==> src/rtl/mem_initiator_pkg.sv <==
// Shared definitions for the data-memory requester: op codes, FSM states, default widths.
package mem_initiator_pkg;

  localparam int AW_DEF = 8;
  localparam int DW_DEF = 8;

  typedef enum logic [1:0] {
    OP_LOAD  = 2'b00,
    OP_STORE = 2'b01,
    OP_COPY  = 2'b10,
    OP_RSVD  = 2'b11
  } op_e;

  typedef enum logic [1:0] {
    IDLE = 2'b00,
    RD   = 2'b01,
    WR   = 2'b10,
    RESP = 2'b11
  } state_e;

endpackage

==> src/rtl/mem_initiator.sv <==
// Requester-side sequencer for the 8-bit data memory port. Runs LOAD, STORE and
// byte-by-byte forward COPY requests; the memory writes on the falling edge and
// reads combinationally while memLoad is high. Every output is a flop.
import mem_initiator_pkg::*;

module mem_initiator #(
  parameter int AW = AW_DEF,
  parameter int DW = DW_DEF
) (
  input  logic          clock,
  input  logic          reset,
  input  logic          req_valid,
  output logic          req_ready,
  input  logic [1:0]    req_op,
  input  logic [AW-1:0] req_addr,
  input  logic [AW-1:0] req_dst,
  input  logic [DW-1:0] req_data,
  output logic          rsp_valid,
  output logic [DW-1:0] rsp_data,
  output logic          rsp_err,
  output logic          memWrite,
  output logic          memLoad,
  output logic [AW-1:0] endereco,
  output logic [DW-1:0] dadoEscr,
  input  logic [DW-1:0] dadoLido
);

  state_e        state;
  op_e           op_q;
  logic [AW-1:0] src_q;
  logic [AW-1:0] dst_q;
  logic [AW-1:0] len_q;
  logic [AW-1:0] idx;
  logic [DW-1:0] data_q;
  logic [DW-1:0] buf_q;

  // FSM plus datapath registers; strobes and rsp_valid default low so they are
  // single-cycle pulses. Responses are issued on the transition back to IDLE,
  // so RESP is never entered and only falls back to IDLE if ever reached.
  always_ff @(posedge clock) begin
    if (!reset) begin
      state     <= IDLE;
      op_q      <= OP_LOAD;
      src_q     <= '0;
      dst_q     <= '0;
      len_q     <= '0;
      idx       <= '0;
      data_q    <= '0;
      buf_q     <= '0;
      req_ready <= 1'b1;
      rsp_valid <= 1'b0;
      rsp_data  <= '0;
      rsp_err   <= 1'b0;
      memWrite  <= 1'b0;
      memLoad   <= 1'b0;
      endereco  <= '0;
      dadoEscr  <= '0;
    end else begin
      rsp_valid <= 1'b0;
      rsp_err   <= 1'b0;
      memLoad   <= 1'b0;
      memWrite  <= 1'b0;
      case (state)
        IDLE: begin
          if (req_valid) begin
            op_q   <= op_e'(req_op);
            src_q  <= req_addr;
            dst_q  <= req_dst;
            data_q <= req_data;
            len_q  <= AW'(req_data);
            idx    <= '0;
            case (op_e'(req_op))
              OP_LOAD: begin
                state     <= RD;
                memLoad   <= 1'b1;
                endereco  <= req_addr;
                req_ready <= 1'b0;
              end
              OP_STORE: begin
                state     <= WR;
                memWrite  <= 1'b1;
                endereco  <= req_addr;
                dadoEscr  <= req_data;
                req_ready <= 1'b0;
              end
              OP_COPY: begin
                // zero-length copy completes at once and leaves rsp_data alone
                if (req_data == '0) begin
                  rsp_valid <= 1'b1;
                end else begin
                  state     <= RD;
                  memLoad   <= 1'b1;
                  endereco  <= req_addr;
                  req_ready <= 1'b0;
                end
              end
              default: begin
                rsp_valid <= 1'b1;
                rsp_err   <= 1'b1;
              end
            endcase
          end
        end
        RD: begin
          if (op_q == OP_LOAD) begin
            rsp_data  <= dadoLido;
            rsp_valid <= 1'b1;
            state     <= IDLE;
            req_ready <= 1'b1;
          end else begin
            buf_q    <= dadoLido;
            state    <= WR;
            memWrite <= 1'b1;
            endereco <= dst_q + idx;
            dadoEscr <= dadoLido;
          end
        end
        WR: begin
          if (op_q == OP_STORE) begin
            rsp_data  <= data_q;
            rsp_valid <= 1'b1;
            state     <= IDLE;
            req_ready <= 1'b1;
          end else if (idx == len_q - 1'b1) begin
            rsp_data  <= buf_q;
            rsp_valid <= 1'b1;
            state     <= IDLE;
            req_ready <= 1'b1;
          end else begin
            idx      <= idx + 1'b1;
            state    <= RD;
            memLoad  <= 1'b1;
            endereco <= src_q + idx + 1'b1;
          end
        end
        default: begin
          state     <= IDLE;
          req_ready <= 1'b1;
        end
      endcase
    end
  end

endmodule
==> config.mk <==
export PLATFORM = sky130hd
export DESIGN_NAME = mem_initiator
export DESIGN_NICKNAME = d
export VERILOG_FILES = /design/src/rtl/mem_initiator_pkg.sv /design/src/rtl/mem_initiator.sv
export SDC_FILE = /design/constraint.sdc
export NUM_CORES = 1
export LEC_CHECK = 0
export ABC_AREA = 1
export BUFFER_PORTS_ARGS = -buffer_cell sky130_fd_sc_hd__buf_2
export CAP_MARGIN = 10
export CORE_UTILIZATION = 35
export DETAILED_ROUTE_END_ITERATION = 8
export SKIP_LAST_GASP = 1
export SYNTH_ARGS = -nofsm -noshare
export SYNTH_HDL_FRONTEND = slang
export SYNTH_SLANG_ARGS = --single-unit
==> constraint.sdc <==
create_clock -name clock -period 3.8 [get_ports clock]
set_clock_uncertainty 0.05 [all_clocks]
set_input_delay 0 -clock clock [delete_from_list [all_inputs] [get_ports clock]]
set_output_delay 0 -clock clock [all_outputs]
set_load 0.05 [all_outputs]
==> results of run 1 <==
## cell usage in the layout (no fill, tap or decap), drive strengths merged, types with 6 or more instances in the layout
master and n:
dfxtp 73, nor2 99, ha 20, nand3 30
nand4 22, dlygate4sd3 39, buf 66, o21ai 51
a211oi 6, clkbuf 12, nand2 154, a31oi 9
a21oi 46, xor2 8, inv 83
## logic make-up after synthesis
logic type	Yosys count
compound gates	127
flops	73
xor+xnor	11
simple gates	315
fa+ha+maj	22
buf+inv	113
## through the flow
stage | worst slack [ns] | hold WS [ns] | utilization | cell area (um^2) | power, mW
after global routing | 0.368 | 0.306 | 0.448 | 5400 | 2.83
after global placement | 1.39 | 0.203 | 0.394 | 4750 | 1.84
after floorplan | 2.00 | 0.105 | - | 4340 | 1.64
after detailed placement | 1.26 | 0.207 | 0.394 | 4750 | 1.86
final | 0.713 | 0.250 | 0.448 | 5400 | 2.67
after CTS | 0.748 | 0.260 | 0.448 | 5400 | 2.68
## worst min-delay path, stage by stage
cell and delay, ns:
buf_2 0.39, nand2_1 0.17, nor2_1 0.03
## synthesized netlist by cell type (all sizes together), types with 5 or more instances
| master | instances | area (um^2) |
|---|---|---|
| nand2 | 154 | 586 |
| nor2 | 99 | 387 |
| inv | 83 | 312 |
| dfxtp | 73 | 1460 |
| o21ai | 51 | 255 |
| a21oi | 46 | 230 |
| nand3 | 30 | 173 |
| nand4 | 22 | 138 |
| ha | 20 | 250 |
| clkbuf | 17 | 63.8 |
| buf | 11 | 67.6 |
| a31oi | 9 | 56.3 |
| xor2 | 8 | 70.1 |
| a211oi | 6 | 45.0 |
| nor3 | 5 | 25.0 |
| o22ai | 5 | 31.3 |
## final cells by class
cell class | count | area share
Inverter | 85 | 0.0591
Sequential cell | 73 | 0.270
Clock buffer | 12 | 0.0456
Multi-Input combinational cell | 475 | 0.449
Timing Repair Buffer | 105 | 0.134
Clock inverter | 3 | 0.00324
Tap cell | 168 | 0.0389
## what timing repair did
action,CTS,global route
hold buffers,39,0
resized for setup,0,0
hold endpoints to repair,44,0
## power by group through the flow
stage | logic [mW] | clock network [mW] | registers (mW)
finish | 0.940 | 0.782 | 0.947
global route | 1.05 | 0.828 | 0.959
CTS | 0.939 | 0.797 | 0.946
detailed placement | 0.895 | 0 | 0.962
global placement | 0.884 | 0 | 0.959
floorplan | 0.494 | 0 | 1.15
## registers in the layout, summed over array words and instances (netlist names)
register	cells
data_q	8
rsp_valid	1
state	2
idx	8
rsp_err	1
req_ready	1
memWrite	1
dst_q	8
dadoEscr	8
src_q	8
endereco	8
rsp_data	8
op_q	2
buf_q	8
memLoad	1
## how the worst max path moves through the flow
stage | cells past startpoint | startpoint | endpoint | slack, ns
after floorplan | 13 | idx[0]$_SDFFE_PN0P_ | endereco[6]$_SDFFE_PN0P_ | 2.00
final | 10 | state[1]$_SDFFE_PN0P_ | dadoEscr[1]$_SDFFE_PN0P_ | 0.71
after CTS | 10 | state[1]$_SDFFE_PN0P_ | dadoEscr[3]$_SDFFE_PN0P_ | 0.75
after detailed placement | 8 | state[1]$_SDFFE_PN0P_ | dadoEscr[2]$_SDFFE_PN0P_ | 1.26
after global placement | 8 | state[1]$_SDFFE_PN0P_ | dadoEscr[5]$_SDFFE_PN0P_ | 1.39
after global routing | 10 | state[1]$_SDFFE_PN0P_ | dadoEscr[5]$_SDFFE_PN0P_ | 0.37
## per-layer routing
| layer | vias up | global-route usage |
|---|---|---|
| met3 | 18 | 0.0332 |
| met2 | 129 | 0.376 |
| met5 | - | 0 |
| met1 | 2104 | 0.252 |
| met4 | 0 | 0.0667 |
| li1 | 2320 | - |
==> impl_metrics.csv, run 1 <==
group,metric,value,unit
status,status,"finished, final reports clean",
power,p_sw,1.05,mW
clock_tree,cts_buffer_depth,2,
cells_and_area,drive_gt1_frac,0.127,
route,dr_wl_met2,6290,um
flow_run,maxCapViolCount,0,
logic_synthesis,yosys_warnings,0,
clock_tree,cts.clk_slew.worst_paths,0.06,ns
cells_and_area,final_cell_count_no_fill,921,
floorplanning,die_area,12800,um^2
placed_design,gp_congestion,0.864,
worst_setup_path,reg2reg_slack,0.71,ns
power,p_clk_frac,0.293,
power,switching_share,0.394,
global_route,grt_max_degree,54,
route,drt-initial-drc-count,249,
global_route,overflow,0,
power,ir_worst_vdd,0.000258,V
logic_synthesis,syn_avg_cell_area,6.56,um^2
worst_setup_path,crit_fanout,16,
logic_synthesis,syn_area,4340,um^2
sta,setup_viol,0,
sta,tightest_slew,0.893,ns
cells_and_area,fin_nets,808,
power,combPwrFrac,0.352,
logic_synthesis,synthAdderAreaFrac,0.0669,
logic_synthesis,ys.flop_type,"dfxtp_1",
floorplanning,rows,40,
logic_synthesis,synth-xor-area-share,0.0222,
logic_synthesis,synth_edf_count,0,
clock_tree,cts_root_buf,"clkbuf_16",
clock_tree,htree_num_levels,3,
power,leakagePower,2.66,nW
logic_synthesis,synthSimpleGateAreaFrac,0.309,
logic_synthesis,syn_inst,661,
route,wl_per_cell,13.9,um
worst_setup_path,crit_family,"buffers and inverters",
worst_setup_path,cp_num_buf_inv,4,
clock_tree,cts_setup_buffers,0,
cells_and_area,ff_latch_area,1460,um^2
clock_tree,cts_tree,"done",
worst_setup_path,path_cells,"inv_1 -> ha_1 -> inv_1 -> nor2_1 -> a21oi_1 -> nand3_1 -> inv_1 -> o21ai_0 -> a31oi_1 -> dlygate4sd3_1",
placed_design,dp_hpwl,9220,um
worst_setup_path,cp_common_cell,"inv_1",
logic_synthesis,yosysSeqAreaShare,0.337,
sta,tns,0,ns
clock_tree,clk_latency,0.34,ns
floorplanning,die_w,113,um
worst_setup_path,r2r.worst_path.cells,10,
sta,rsz0062_at_grt,"no",
sta,slew_violations,0,
placed_design,dpl.cell_count,867,
sta,slew_headroom,0.405,
worst_setup_path,worst_setup_path_end_kind,"register",
sta,timing.final.crit_period,3.09,ns
worst_setup_path,worstPathRequired,3.98,ns
worst_hold_path,hp-start,"reset",
worst_setup_path,rr_startpoint,"state[1]$_SDFFE_PN0P_",
placed_design,io_buffers,65,
worst_hold_path,min_path_cells,3,
global_route,grt_pass1_wl,21100,um
global_route,grt_use_total,0.208,
global_route,antenna_found_initial,0,
floorplanning,die_h,113,um
clock_tree,cts.sinks,73,
route,antenna_left,0,
sta,fin_crit_sh,0.812,
sta,fmax,324,MHz
logic_synthesis,ys_async_sr_fraction,0,
floorplanning,initial_core_util,0.360,
route,wl_met1,5710,um
cells_and_area,multi_input_comb_area,2420,um^2
route,drt_pass1_iterations,5,
route,via_per_inst,4.96,
power,p_int,1.62,mW
worst_setup_path,crit_path_top_delay_cell,"dlygate4sd3_1",
power,p_seq_frac,0.355,
logic_synthesis,syn_nets,720,
cells_and_area,n_antenna_cell,0,
logic_synthesis,synth-seq-cells,73,
route,drc,0,
route,top_layer,"met4",
worst_hold_path,hold_class,"primary input to register",
route,route.met3.wl,562,um
clock_tree,cts_buffers,9,
cells_and_area,area_growth,24.6,%
floorplanning,core_area,12100,um^2
worst_setup_path,rr_endpoint,"dadoEscr[1]$_SDFFE_PN0P_",
logic_synthesis,synthMuxAreaShare,0,
worst_setup_path,startpoint_type,"register",
sta,hold_viol_final,0,
route,via_count,4571,
power,power.density,494,nW/um^2
worst_setup_path,cpPeakStageDelay,0.59,ns
logic_synthesis,synth_cell_type_count,35,
logic_synthesis,synth_top_family_by_area,"simple AND/OR/NAND/NOR gates",
worst_setup_path,worstPathArrival,3.27,ns
route,routed_wl,12800,um
floorplanning,boundaryPins,66,
cells_and_area,n_fill_cell,1231,
global_route,grt_pass1_vias,4425,
worst_setup_path,critPathKind,"register to register",
logic_synthesis,synth_compound_area_frac,0.161,
worst_hold_path,min_to,"rsp_data[0]$_SDFFE_PN0P_",
Note: power is estimated with default switching activity, not from simulation.
==> run 2, diff against run 1 <==
Settings changed: ABC_AREA 1 to 0.
Clock period 3.8 ns to 3.16 ns, I/O delays scaled along.
==> run 2 against run 1 <==
Sequential power is 24% higher. Hold slack worse by 0.12 ns. Critical path type unchanged. Clock-buffer cell count is 3 lower. The run now ends with DRC left. Fmax is 14% higher. Wire length is 11% lower. Clock power is 33% higher. Largest cell class unchanged.
==> impl_metrics.csv, run 2 <==
group,metric,value,unit
worst_setup_path,startpoint_type,"register",
logic_synthesis,yosysTopAreaCellShare,0.344,
logic_synthesis,yosysMostFrequentCell,"nand2_1",
sta,setup_viol,0,
logic_synthesis,syn_inst,502,
worst_setup_path,rr_startpoint,"data_q[0]$_SDFFE_PN0P_",
worst_hold_path,hp-start,"req_valid",
route,antenna_left,0,
power,power.density,655,nW/um^2
logic_synthesis,synth-xor-area-share,0.0371,
sta,tightest_slew,0.825,ns
worst_setup_path,cp_num_buf_inv,1,
sta,slew_violations,0,
route,drc,6,
floorplanning,die_h,112,um
worst_setup_path,crit_family,"simple AND/OR/NAND/NOR gates",
worst_setup_path,startpoint,"data_q[0]$_SDFFE_PN0P_",
sta,tns,0,ns
floorplanning,die_w,112,um
worst_setup_path,path_cells,"inv_1 -> ha_1 -> nor3b_1 -> nor4bb_1 -> a311oi_1 -> nor3_1 -> or3_1 -> o31ai_1",
logic_synthesis,synth_cell_type_count,56,
sta,timing.final.crit_period,2.72,ns
cells_and_area,fin_nets,651,
clock_tree,htree_num_levels,3,
logic_synthesis,ys_async_sr_fraction,0,
global_route,grt_use_total,0.189,
worst_setup_path,worst_setup_path_end_kind,"register",
logic_synthesis,synthAdderAreaFrac,0.0683,
worst_setup_path,worstPathRequired,3.37,ns
worst_setup_path,crit_path_top_delay_cell,"or3_1",
worst_setup_path,crit_fanout,8,
sta,hold_viol_final,0,
placed_design,dpl-instance-area,4700,um^2
logic_synthesis,synth_compound_area_frac,0.233,
logic_synthesis,synth_top_area_cell,"dfxtp_1",
worst_setup_path,worstPathArrival,2.93,ns
clock_tree,cts.clk_slew.worst_paths,0.06,ns
global_route,grt_pass1_vias,3777,
cells_and_area,final_cell_mix,"nand2_1 (112), dfxtp_1 (73), buf_2 (65)",
worst_setup_path,reg2reg_slack,0.44,ns
worst_hold_path,min_path_cells,4,
cells_and_area,stdcell_area,5340,um^2
floorplanning,boundaryPins,66,
logic_synthesis,syn_area,4250,um^2
global_route,grt_max_degree,46,
logic_synthesis,yosysSeqAreaShare,0.344,
sta,fin_crit_sh,0.860,
logic_synthesis,synthSimpleGateAreaFrac,0.199,
floorplanning,core_area,11600,um^2
placed_design,dp_hpwl,8100,um
clock_tree,cts_setup_buffers,0,
logic_synthesis,synthMuxAreaShare,0.0804,
worst_setup_path,rr_endpoint,"endereco[7]$_SDFFE_PN0P_",
worst_setup_path,critPathKind,"register to register",
cells_and_area,n_antenna_cell,0,
clock_tree,clk_latency,0.35,ns
route,routed_wl,11400,um
logic_synthesis,yosys_warnings,0,
placed_design,io_buffers,65,
clock_tree,cts_root_buf,"clkbuf_16",
route,drt_pass1_iterations,7,
logic_synthesis,syn_nets,561,
global_route,grt_pass1_wl,18600,um
logic_synthesis,synth_top_family_by_area,"compound AO/OA/AOI/OAI gates",
global_route,antenna_found_initial,0,
clock_tree,cts_resized,0,
worst_setup_path,r2r.worst_path.cells,8,
cells_and_area,area_growth,25.8,%
cells_and_area,n_fill_cell,1125,
logic_synthesis,synth_common_cells,"nand2_1 (112), dfxtp_1 (73), a21boi_0 (36)",
sta,slew_headroom,0.442,
clock_tree,cts_tree,"done",
flow_run,maxCapViolCount,0,
route,wl_per_cell,15.4,um
status,status,"finished with violations",
clock_tree,cts_buffers,9,
clock_tree,cts.sinks,73,
worst_setup_path,cpPeakStageDelay,0.61,ns
floorplanning,rows,39,
floorplanning,die_area,12600,um^2
sta,fmax,368,MHz
power,leakagePower,2.23,nW
logic_synthesis,syn_avg_cell_area,8.46,um^2
clock_tree,cts_buffer_depth,2,
global_route,overflow,0,
power,ir_worst_vdd,0.000339,V
logic_synthesis,ys.flop_type,"dfxtp_1",
route,via_count,3933,
floorplanning,initial_core_util,0.366,
worst_hold_path,min_to,"idx[1]$_SDFFE_PN0P_",
logic_synthesis,synth_edf_count,0,
route,drt-initial-drc-count,176,
logic_synthesis,yosys-top-cells-area,"dfxtp_1 (34%), nand2_1 (9.9%), mux2i_1 (7.8%)",
route,via_per_inst,5.31,
logic_synthesis,synth-seq-cells,73,
worst_hold_path,hold_class,"primary input to register",
cells_and_area,drive_gt1_frac,0.166,
cells_and_area,layout_commonest_cell,"nand2_1",
placed_design,gp_congestion,0.832,
sta,rsz0062_at_grt,"no",
status,failed_checks,"DRC",
run 2: changes by cell type after synthesis, moves of 31 or more:
cell / before / now
mux2i_1: 0 / 33
a21oi_1: 46 / 15
a21boi_0: 0 / 36
nand2_1: 151 / 112
inv_1: 81 / 13
nor2_1: 93 / 13
o21ai_0: 51 / 12
run 2: cell type report:
cell class / instances / area [um^2] / area share
multi-input cells: 388 / 2630 / 0.491
flip-flops and latches: 73 / 1460 / 0.274
repair buffers: 107 / 726 / 0.136
clock buffers: 9 / 225 / 0.0422
well taps: 143 / 179 / 0.0335
clock inverters: 7 / 77.6 / 0.0145
inverters: 13 / 48.8 / 0.00913
run 2: kinds of logic after synthesis:
| kind of cell | Yosys count |
|---|---|
| simple gates | 180 |
| compound gates | 134 |
| flops | 73 |
| buf+inv | 41 |
| mux | 34 |
| fa+ha+maj | 22 |
| xor+xnor | 18 |
run 2: tightest hold or removal path, delay by kind of cell:
kind	cells	cell delay (ns)
AO/OA/AOI/OAI	1	0.11
AND/OR/NAND/NOR	2	0.25
buffers and inverters	1	0.13
run 2: stage by stage:
stage / total power [mW] / setup WS (ns) / hold slack [ns] / util / std cells
2_1_floorplan: 2.14 / 0.790 / 0.0759 / - / 502
3_3_place_gp: 2.43 / 0.556 / 0.203 / 0.405 / 690
3_5_place_dp: 2.44 / 0.480 / 0.216 / 0.405 / 690
4_1_cts: 3.53 / 0.473 / 0.112 / 0.460 / 740
5_1_grt: 3.70 / 0.303 / 0.151 / 0.460 / 740
6_report: 3.50 / 0.444 / 0.126 / 0.460 / 740
run 2: worst max path at each step:
stage	endpoint	slack, ns	cells after the start
2_1_floorplan	rsp_data[0]$_SDFFE_PN0P_	0.79	7
3_5_place_dp	endereco[7]$_SDFFE_PN0P_	0.48	8
5_1_grt	endereco[7]$_SDFFE_PN0P_	0.30	8
3_3_place_gp	endereco[7]$_SDFFE_PN0P_	0.56	8
6_report	endereco[7]$_SDFFE_PN0P_	0.44	8
4_1_cts	endereco[7]$_SDFFE_PN0P_	0.47	8
run 2: what timing repair did:
item | 4_1_cts | 5_1_grt
endpoints found under the setup margin | 0 | 0
hold endpoints to repair | 47 | 0
hold buffers | 34 | 0
run 2: layer usage:
| layer | part of all wire | routed length, um | track usage |
|---|---|---|---|
| met1 | 0.45 | 5120 | 0.234 |
| met2 | 0.48 | 5510 | 0.322 |
| met3 | 0.049 | 557 | 0.0405 |
| met4 | 0.016 | 180 | 0.0711 |
| met5 | 0 | 0 | 0 |
run 2: power breakdown:
group	total, mW	leakage [nW]	switching [mW]	internal [mW]
logic	1.28	1.48	0.851	0.429
registers	1.17	0.598	0.102	1.07
clock network	1.04	0.146	0.427	0.618
==> run 3, diff against run 2 <==
Settings changed: CORE_ASPECT_RATIO set to 0.75.
Clock period 3.16 ns to 2.7 ns, I/O delays scaled along.
==> run 3 against run 2 <==
The run now ends clean. Global-route usage grew 0.63 points. Clock-buffer cell count grew 2. Critical path depth shrank 1. Via count grew 1.5%. Combinational power grew 23%. Final cell count grew 3.9%. Hold slack gained 0.015 ns. Total power grew 29%. First-iteration DRC count grew 65%. Flip-flop and latch count is the same. Fmax grew 3.7%. Largest power group unchanged.
==> impl_metrics.csv, run 3 (same netlist as run 2, synthesis figures left out) <==
group,metric,value,unit
status,status,"finished, final reports clean",
worst_setup_path,r2r.worst_path.cells,7,
sta,rsz0062_at_grt,"yes",
cells_and_area,area_growth,30.8,%
worst_setup_path,worstSetupPathDepth,7,
worst_setup_path,crit_fanout,7,
worst_hold_path,hold_class,"primary input to register",
clock_tree,cts.clk_slew.worst_paths,0.06,ns
placed_design,dp_hpwl,8350,um
global_route,grt_use_total,0.195,
clock_tree,htree_num_levels,3,
floorplanning,core_area,11700,um^2
placed_design,dpl-instance-area,4790,um^2
global_route,grt_use_met1,0.280,
route,routed_wl,11800,um
global_route,grt_pass1_wl,19100,um
power,switching_share,0.355,
sta,timing.final.crit_period,2.62,ns
clock_tree,cts_buffer_depth,2,
global_route,grt.met2_usage,0.289,
clock_tree,cts.sinks,73,
worst_setup_path,cpPeakStageDelay,0.58,ns
global_route,grt_max_degree,50,
floorplanning,boundaryPins,66,
clock_tree,cts_buffers,9,
global_route,overflow,0,
floorplanning,rows,34,
power,p_seq_frac,0.305,
cells_and_area,n_fill_cell,1140,
floorplanning,initial_core_util,0.363,
cells_and_area,n_antenna_cell,0,
cells_and_area,final_core_util,0.475,
worst_hold_path,min_path_cells,4,
power,power.density,810,nW/um^2
power,p_sw,1.60,mW
sta,setup_viol,0,
worst_setup_path,startpoint_type,"register",
route,drt_pass1_iterations,4,
power,combPwrFrac,0.348,
global_route,grt_pass1_vias,3759,
floorplanning,die_w,129,um
worst_setup_path,critPathKind,"register to register",
sta,slew_violations,0,
flow_run,maxCapViolCount,0,
sta,fin_crit_sh,0.970,
cells_and_area,drive_gt1_frac,0.183,
cells_and_area,layout_commonest_cell,"nand2_1",
sta,tightest_slew,0.779,ns
worst_setup_path,worst_setup_path_end_kind,"register",
global_route,grt_util_met3,0.0457,
route,antenna_left,0,
cells_and_area,multi_input_comb_area,2650,um^2
global_route,antenna_found_initial,0,
worst_setup_path,reg2reg_slack,0.08,ns
power,ir_worst_vdd,0.000337,V
cells_and_area,final_cell_mix,"nand2_1 (112), dfxtp_1 (73), buf_2 (65)",
cells_and_area,stdcell_area,5560,um^2
route,drt-initial-drc-count,291,
cells_and_area,ff_latch_area,1460,um^2
clock_tree,cts_root_buf,"clkbuf_16",
floorplanning,die_h,97.4,um
route,via_count,3993,
sta,fmax,382,MHz
placed_design,io_buffers,65,
placed_design,gp_congestion,0.832,
power,leakagePower,2.32,nW
global_route,grt.busiest_layer,"met2",
worst_setup_path,worstPathArrival,2.76,ns
clock_tree,clk_latency,0.33,ns
worst_setup_path,crit_family,"simple AND/OR/NAND/NOR gates",
clock_tree,cts_tree,"done",
route,drc,0,
power,p_clk_frac,0.347,
route,wl_per_cell,15.3,um
cells_and_area,fin_nets,661,
sta,hold_viol_final,0,
worst_setup_path,worstPathRequired,2.84,ns
worst_setup_path,crit_path_top_delay_cell,"or4_4",
worst_setup_path,cp_num_buf_inv,1,
sta,slew_headroom,0.480,
worst_setup_path,path_cells,"or4_4 -> o2111a_1 -> a211oi_2 -> nor3_2 -> or3_1 -> buf_4 -> mux2i_1",
route,via_per_inst,5.19,
power,p_int,2.90,mW
floorplanning,die_area,12600,um^2
==> run 3: layout make-up <==
class | instances | share of cell area
multi-input cells | 388 | 0.477
repair buffers | 117 | 0.145
clock inverters | 5 | 0.0270
clock buffers | 11 | 0.0437
inverters | 13 | 0.00878
flip-flops and latches | 73 | 0.263
well taps | 162 | 0.0365
==> run 3: path summary, 6_finish.rpt <==
path                                 start                       end
hold reg to reg   rsp_data[1]$_SDFFE_PN0P_  rsp_data[1]$_SDFFE_PN0P_
hold / removal                   req_valid     state[1]$_SDFFE_PN0P_
setup / recovery    data_q[0]$_SDFFE_PN0P_  endereco[4]$_SDFFE_PN0P_
setup reg to reg    data_q[0]$_SDFFE_PN0P_  endereco[4]$_SDFFE_PN0P_
==> run 3: power groups by stage <==
stage / registers, mW / logic (mW) / clock network, mW
final: 1.37 / 1.57 / 1.56
after global placement: 1.39 / 1.48 / 0
after global routing: 1.40 / 1.68 / 1.64
after detailed placement: 1.39 / 1.50 / 0
after floorplan: 1.77 / 0.732 / 0
after CTS: 1.37 / 1.55 / 1.59
==> run 3: timing repair <==
action,CTS,global route
setup endpoints to repair,0,20
hold buffers,35,0
setup buffers,0,0
resized for setup,0,4
endpoints found under the hold margin,43,0
==> run 3: layer usage <==
metal / vias up / part of all wire
li1: 2002 / -
met1: 1881 / 0.50
met2: 99 / 0.43
met3: 11 / 0.058
met4: 0 / 0.010
met5: - / 0
==> run 3: metrics by stage <==
stage	instances	worst slack [ns]	setup TNS (ns)	total power [mW]	hold WS (ns)
global placement	718	0.151	0	2.86	0.208
global route	769	-0.0296	-0.0483	4.72	0.198
CTS	769	0.0395	0	4.51	0.113
finish	769	0.0812	0	4.50	0.142
floorplan	502	0.330	0	2.50	0.0759
detailed placement	718	0.0381	0	2.90	0.211
==> run 3: worst register-to-register path: cells and delay by family (launching register included) <==
family                 cells  cell delay (ns)
AND/OR/NAND/NOR            3             1.13
AO/OA/AOI/OAI              2             0.62
flip-flops                 1             0.36
buffers and inverters      1             0.19
multiplexers               1             0.13
